==> src/rtl/alu_pkg.sv <==
// alu_pkg
//   Shared definitions for the issue stage and the downstream ALU:
//   opcode encoding, default datapath width and a small opcode helper.
package alu_pkg;

    localparam int DATA_WIDTH_DEF = 16;

    typedef enum logic [2:0] {
        OC_ADD = 3'b000,
        OC_SUB = 3'b001,
        OC_MUL = 3'b010,
        OC_DIV = 3'b011,
        OC_NOT = 3'b100,
        OC_XOR = 3'b101,
        OC_OR  = 3'b110,
        OC_AND = 3'b111
    } oc_e;

    // True when the opcode is a divide; the issue stage uses this to spot
    // divide-by-zero without knowing anything else about the ALU.
    function automatic logic oc_is_div(input logic [2:0] oc);
        return oc == OC_DIV;
    endfunction

endpackage

==> src/rtl/reg_file.sv <==
// reg_file
//   Register file with two asynchronous read ports and two synchronous
//   write ports. Write port A has priority over write port B when both
//   target the same entry. Indices >= REG_COUNT read as 0 and are not
//   written. Synchronous active-high reset clears every entry.
// Ports:
//   clk, rst                     clock, synchronous reset
//   rd0_idx/rd0_data             read port 0
//   rd1_idx/rd1_data             read port 1
//   wa_en/wa_idx/wa_data         write port A (high priority)
//   wb_en/wb_idx/wb_data         write port B (low priority)
module reg_file #(
    parameter int DATA_WIDTH = 16,
    parameter int REG_COUNT  = 8,
    parameter int IDX_W      = 3
) (
    input  logic                  clk,
    input  logic                  rst,
    input  logic [IDX_W-1:0]      rd0_idx,
    output logic [DATA_WIDTH-1:0] rd0_data,
    input  logic [IDX_W-1:0]      rd1_idx,
    output logic [DATA_WIDTH-1:0] rd1_data,
    input  logic                  wa_en,
    input  logic [IDX_W-1:0]      wa_idx,
    input  logic [DATA_WIDTH-1:0] wa_data,
    input  logic                  wb_en,
    input  logic [IDX_W-1:0]      wb_idx,
    input  logic [DATA_WIDTH-1:0] wb_data
);

    logic [DATA_WIDTH-1:0] mem_q [REG_COUNT];
    logic [DATA_WIDTH-1:0] mem_d [REG_COUNT];

    function automatic logic in_range(input logic [IDX_W-1:0] idx);
        return int'(idx) < REG_COUNT;
    endfunction

    always_comb begin
        rd0_data = in_range(rd0_idx) ? mem_q[rd0_idx] : '0;
        rd1_data = in_range(rd1_idx) ? mem_q[rd1_idx] : '0;
    end

    // Port B is applied first so that port A overrides it on a collision.
    always_comb begin
        mem_d = mem_q;
        if (wb_en && in_range(wb_idx)) mem_d[wb_idx] = wb_data;
        if (wa_en && in_range(wa_idx)) mem_d[wa_idx] = wa_data;
    end

    always_ff @(posedge clk) begin
        if (rst) begin
            for (int i = 0; i < REG_COUNT; i++) mem_q[i] <= '0;
        end else begin
            mem_q <= mem_d;
        end
    end

endmodule

==> src/rtl/alu_issue.sv <==
// alu_issue
//   Two-stage issue front end for an external combinational ALU.
//   IS (issue) holds the operation being evaluated; its contents drive
//   oc/a/b and the ALU answers on f. RS (result) holds the completed result
//   until the consumer takes it. A result is written back to the register
//   file when it moves from IS to RS, and is forwarded to a new request that
//   reads the register being produced.
// Ports:
//   clk, rst                        clock, synchronous active-high reset
//   in_valid/in_ready               request handshake
//   in_oc, in_dst, in_src1, in_src2 opcode and register indices
//   in_imm_en, in_imm               immediate replaces source 2
//   wr_en, wr_idx, wr_data          external register load port
//   oc, a, b / f                    external ALU operands / result
//   res_valid/res_ready             result handshake
//   res_data, res_dst, res_div0     result payload
module alu_issue
    import alu_pkg::*;
#(
    parameter int  DATA_WIDTH = DATA_WIDTH_DEF,
    parameter int  REG_COUNT  = 8,
    localparam int IDX_W      = (REG_COUNT > 1) ? $clog2(REG_COUNT) : 1
) (
    input  logic                  clk,
    input  logic                  rst,
    input  logic                  in_valid,
    output logic                  in_ready,
    input  logic [2:0]            in_oc,
    input  logic [IDX_W-1:0]      in_dst,
    input  logic [IDX_W-1:0]      in_src1,
    input  logic [IDX_W-1:0]      in_src2,
    input  logic                  in_imm_en,
    input  logic [DATA_WIDTH-1:0] in_imm,
    input  logic                  wr_en,
    input  logic [IDX_W-1:0]      wr_idx,
    input  logic [DATA_WIDTH-1:0] wr_data,
    output logic [2:0]            oc,
    output logic [DATA_WIDTH-1:0] a,
    output logic [DATA_WIDTH-1:0] b,
    input  logic [DATA_WIDTH-1:0] f,
    output logic                  res_valid,
    input  logic                  res_ready,
    output logic [DATA_WIDTH-1:0] res_data,
    output logic [IDX_W-1:0]      res_dst,
    output logic                  res_div0
);

    logic                  is_valid_q, is_valid_d;
    logic [2:0]            is_oc_q,    is_oc_d;
    logic [DATA_WIDTH-1:0] is_a_q,     is_a_d;
    logic [DATA_WIDTH-1:0] is_b_q,     is_b_d;
    logic [IDX_W-1:0]      is_dst_q,   is_dst_d;

    logic                  rs_valid_q, rs_valid_d;
    logic [DATA_WIDTH-1:0] rs_data_q,  rs_data_d;
    logic [IDX_W-1:0]      rs_dst_q,   rs_dst_d;
    logic                  rs_div0_q,  rs_div0_d;

    logic                  is_move;
    logic                  accept;
    logic                  div0;
    logic [DATA_WIDTH-1:0] f_wb;
    logic [DATA_WIDTH-1:0] rf_rd1, rf_rd2;
    logic [DATA_WIDTH-1:0] op_a, op_b;

    // The external write port is deliberately not forwarded: a request
    // reading wr_idx in the same cycle sees the value before the load.
    reg_file #(
        .DATA_WIDTH (DATA_WIDTH),
        .REG_COUNT  (REG_COUNT),
        .IDX_W      (IDX_W)
    ) u_rf (
        .clk      (clk),
        .rst      (rst),
        .rd0_idx  (in_src1),
        .rd0_data (rf_rd1),
        .rd1_idx  (in_src2),
        .rd1_data (rf_rd2),
        .wa_en    (is_move),
        .wa_idx   (is_dst_q),
        .wa_data  (f_wb),
        .wb_en    (wr_en),
        .wb_idx   (wr_idx),
        .wb_data  (wr_data)
    );

    always_comb begin
        is_move  = is_valid_q && (!rs_valid_q || res_ready);
        in_ready = !is_valid_q || is_move;
        accept   = in_valid && in_ready;

        // Divide by zero is decided here rather than trusting the ALU, so
        // the written-back and forwarded value is the corrected one.
        div0 = is_valid_q && oc_is_div(is_oc_q) && (is_b_q == '0);
        f_wb = div0 ? '1 : f;

        // The IS result is not in the register file yet; forward it.
        op_a = (is_valid_q && (in_src1 == is_dst_q)) ? f_wb : rf_rd1;
        if (in_imm_en)
            op_b = in_imm;
        else if (is_valid_q && (in_src2 == is_dst_q))
            op_b = f_wb;
        else
            op_b = rf_rd2;
    end

    always_comb begin
        is_valid_d = is_valid_q;
        is_oc_d    = is_oc_q;
        is_a_d     = is_a_q;
        is_b_d     = is_b_q;
        is_dst_d   = is_dst_q;
        if (accept) begin
            is_valid_d = 1'b1;
            is_oc_d    = in_oc;
            is_a_d     = op_a;
            is_b_d     = op_b;
            is_dst_d   = in_dst;
        end else if (is_move) begin
            // Emptied IS is zeroed so the ALU operand outputs read 0.
            is_valid_d = 1'b0;
            is_oc_d    = '0;
            is_a_d     = '0;
            is_b_d     = '0;
            is_dst_d   = '0;
        end
    end

    always_comb begin
        rs_valid_d = rs_valid_q;
        rs_data_d  = rs_data_q;
        rs_dst_d   = rs_dst_q;
        rs_div0_d  = rs_div0_q;
        if (is_move) begin
            rs_valid_d = 1'b1;
            rs_data_d  = f_wb;
            rs_dst_d   = is_dst_q;
            rs_div0_d  = div0;
        end else if (res_ready) begin
            rs_valid_d = 1'b0;
        end
    end

    always_ff @(posedge clk) begin
        if (rst) begin
            is_valid_q <= 1'b0;
            is_oc_q    <= '0;
            is_a_q     <= '0;
            is_b_q     <= '0;
            is_dst_q   <= '0;
            rs_valid_q <= 1'b0;
            rs_data_q  <= '0;
            rs_dst_q   <= '0;
            rs_div0_q  <= 1'b0;
        end else begin
            is_valid_q <= is_valid_d;
            is_oc_q    <= is_oc_d;
            is_a_q     <= is_a_d;
            is_b_q     <= is_b_d;
            is_dst_q   <= is_dst_d;
            rs_valid_q <= rs_valid_d;
            rs_data_q  <= rs_data_d;
            rs_dst_q   <= rs_dst_d;
            rs_div0_q  <= rs_div0_d;
        end
    end

    always_comb begin
        oc        = is_oc_q;
        a         = is_a_q;
        b         = is_b_q;
        res_valid = rs_valid_q;
        res_data  = rs_data_q;
        res_dst   = rs_dst_q;
        res_div0  = rs_div0_q;
    end

endmodule

==> config.mk <==
export PLATFORM = sky130hd
export DESIGN_NAME = alu_issue
export DESIGN_NICKNAME = d
export VERILOG_FILES = /design/src/rtl/alu_pkg.sv /design/src/rtl/reg_file.sv /design/src/rtl/alu_issue.sv
export SDC_FILE = /design/constraint.sdc
export NUM_CORES = 1
export LEC_CHECK = 0
export ABC_CLOCK_PERIOD_IN_PS = 2000
export BUFFER_PORTS_ARGS = -buffer_cell sky130_fd_sc_hd__buf_2
export CORE_MARGIN = 5
export CORE_UTILIZATION = 59
export DETAILED_ROUTE_END_ITERATION = 7
export GPL_TIMING_DRIVEN = 0
export PLACE_DENSITY = 0.79
export SKIP_LAST_GASP = 1
export SLEW_MARGIN = 10
export SYNTH_ARGS = -nofsm -noshare
export SYNTH_HDL_FRONTEND = slang
export SYNTH_SLANG_ARGS = --single-unit
==> constraint.sdc <==
create_clock -name clk -period 2 [get_ports clk]
set_input_delay 0.1 -clock clk [delete_from_list [all_inputs] [get_ports clk]]
set_output_delay 0.1 -clock clk [all_outputs]
set_load 0.005 [all_outputs]
==> summary.txt <==
Synthesis
  • Seq/Total Area, Yosys: 34.8%
  • Area leader, netlist: dfxtp_1
  • Syn nets: 1233
  • #FFs+latches synth: 188
  • Post-synth top area share: 34.8%
  • Most area-consuming cells after synthesis: dfxtp_1, nand2_1, a31o_2
  • Synth Instances: 1164
  • Cell Area, Synth: 10800 sq um
  • Syn_area_per_cell: ~9.3 sq um
  • Cell variety after synth: 50
  • Synth warn: 0

Critical path
  • WS Path Type: flip-flop to flip-flop
  • Worst-case reg-to-reg path depth: 6
  • Critical path's largest stage delay: roughly 360 ps
  • WP depth: 6
  • Worst endpoint required time: approximately 2300 ps
  • CP endpoint kind: flip-flop
  • Element type at the critical path start: flip-flop
  • Buffers & Inverters on Critical Path: 3
  • CP cell instances: buf_2, and2b_1, nor3b_4, buf_4, clkbuf_1, a21oi_1
  • Critical path arrival: 2200 ps
  • Worst-path fanout max: 10
  • Top Family by Delay on Critical Path: buffers and inverters
  • CP max-delay cell: clkbuf_1

Global routing
  • First-pass GRT wire length: 54200 um
  • Gr ovfl total: 0
  • Vias in the first global route: ~10000
  • Initial antenna violation count: 2
  • All-layer global routing usage: 31.4%
  • Largest net degree at the start of global routing: 18

Timing
  • Rel. slew slack: 46.2%
  • Final setup fails: 0
  • Final Hold Viols: 0
  • Period utilization: 94.3%
  • WHS: 22.6 ps
  • Worst slew pin tran: approximately 810 ps
  • Final setup TNS: 0 ps
  • Fin. max-slew vios: 0
  • Max frequency: around 530 MHz
  • Post-layout minimum cycle time: 1890 ps
  • Final Skew: 9.71 ps

Clocking
  • Clock slew at reported path FFs: 70 ps
  • CTS Buf Count: 17
  • Clk_lat worst skew: 440 ps
  • TritonCTS clock tree: done
  • Max Root-Sink Buffers: 2
  • Root buf cell: clkbuf_16
  • Clk sinks: 188
  • H-tree Lvls: 4

Die
  • Std-Cell Rows: a little under 50
  • Die Y: 145 um
  • Core footprint: 18000 sq um
  • Initial core utilization: 60.0%
  • I/O pin total: 126
  • Die area: around 21000 sq um
  • DIE WIDTH: 145 um

Placement
  • Hpwl dp: roughly 27000 um
  • Port buffer count: around 100
  • Routability Congestion: 0.973

Final layout
  • Most common cell after layout, fill and taps aside: nand2_1
  • Most frequent cells in the layout: nand2_1, dfxtp_1, buf_2
  • Layout area overhead: 16.7%
  • # nets final: 1393
  • Fraction of layout cells with a size suffix above 1: between 30% and 40%
  • N_diodes: 0

Detailed routing
  • DR vias: 10300
  • Pre-Repair DR Iteration Count: 5
  • Mean number of vias per cell: approximately 6.6
  • Initial DRC count: 1414
  • Wire per inst: roughly 22 um
  • # DRC: 0
  • Post-detailed-route count of antenna-violating nets: 0
  • Total Wirelength: 34700 um

Power
  • Worst vdd ir: 0.000610 V
  • Static leakage: 4.89 nW
  • PD cells: 698 nW/um^2

Status
  • Status: complete, no violations

Run
  • Max-cap violations: 0

Worst hold path
  • Worst hold path type: input port to flip-flop
  • Hold Path Depth: 3
## sequential cells by signal, summed over array words and instances (netlist names)
name and cells:
u_rf.mem_q 128, res_div0 1, oc 3, res_data 16, res_valid 1, b 16, is_valid_q 1, a 16
is_dst_q 3, res_dst 3
## area by class of cell
cell class / count / area (sq um)
Timing Repair Buffer: 141 / 861
Clock buffer: 18 / 439
Tap cell: 229 / 287
Inverter: 2 / 7.51
Multi-Input combinational cell: 829 / 6290
Clock inverter: 14 / 156
Fill cell: 1389 / 5400
Buffer: 145 / 815
Sequential cell: 188 / 3760
## worst register-to-register path: stages, from the launching register on
cell      delay [ps]
dfxtp_1          350
buf_2            270
and2b_1          250
nor3b_4          210
buf_4            190
clkbuf_1         360
a21oi_1          140
## worst paths after layout
check                            startpoint             end  slack [ps]
worst max-delay path            is_dst_q[2]  u_rf.mem_q[62]         110
worst min-delay path                   f[7]     res_data[7]          20
worst max register to register  is_dst_q[2]  u_rf.mem_q[62]         110
worst min register to register   res_dst[2]      res_dst[2]         460
## metal layers
| layer | part of all wire (%) | global-route usage (%) | routed length, um |
|---|---|---|---|
| met1 | 39 | 42.1 | 13700 |
| met2 | 47 | 50.3 | 16300 |
| met3 | 11 | 7.82 | 3880 |
| met4 | 2.5 | 9.84 | 853 |
| met5 | 0.043 | 0 | 15 |
## synthesized netlist by cell type, drive strengths merged
cell and count:
nand2b 3, o221ai 16, or4b 1, nor3 3, nor3b 3, xnor2 6
nor2 27, or2 1, a31o 128, nand2 282, and4b 3, a211oi 16
buf 97, nand4b 7, mux2 16, and3b 1, and4 2, a22oi 22
nand3 18, or3 1, nor4 4, nor2b 2, a21oi 150, nand4bb 3
mux2i 16, and2 3, clkbuf 48, dfxtp 188, and4bb 4, and2b 2
nand4 7, o211ai 16, mux4 64, nor4b 2, inv 2
## per-stage QoR
stage          power, W  instance area (sq um)  util, %  setup WS (ps)  instances
2_1_floorplan   0.00490                  10800        -            414       1164
3_3_place_gp    0.00527                  11600     64.5          -86.1       1496
3_5_place_dp    0.00531                  11600     64.5           -136       1496
4_1_cts         0.00875                  12500     69.3          -18.9       1552
5_1_grt         0.00906                  12600     70.0          -22.2       1566
6_report        0.00881                  12600     70.0            113       1566
## power by group
group          internal, W  switching [W]  total (W)  leakage, nW
Clock              0.00190        0.00158    0.00348        0.281
Sequential         0.00390       0.000128    0.00403         1.53
Combinational     0.000574       0.000728    0.00130         3.08
Total              0.00637        0.00244    0.00881         4.89
## what timing repair did
action                                 4_1_cts  5_1_grt
buffers inserted                             0       14
hold buffers                                24        0
cloned                                       0        0
resized for setup                            5       19
pin swaps                                    0        5
setup endpoints to repair                   98       91
endpoints found under the hold margin       24        0
## cells by family (layout without fill, tap and decap cells)
family          after synthesis  in the layout  synth area share, %
flops                       188            188                 34.8
compound gates              348            348                 23.8
simple gates                379            379                 16.0
xor+xnor                      6              6                0.486
mux                          96             96                 17.4
buf+inv                     147            320                 7.49
(Power assumes the default switching activity.)
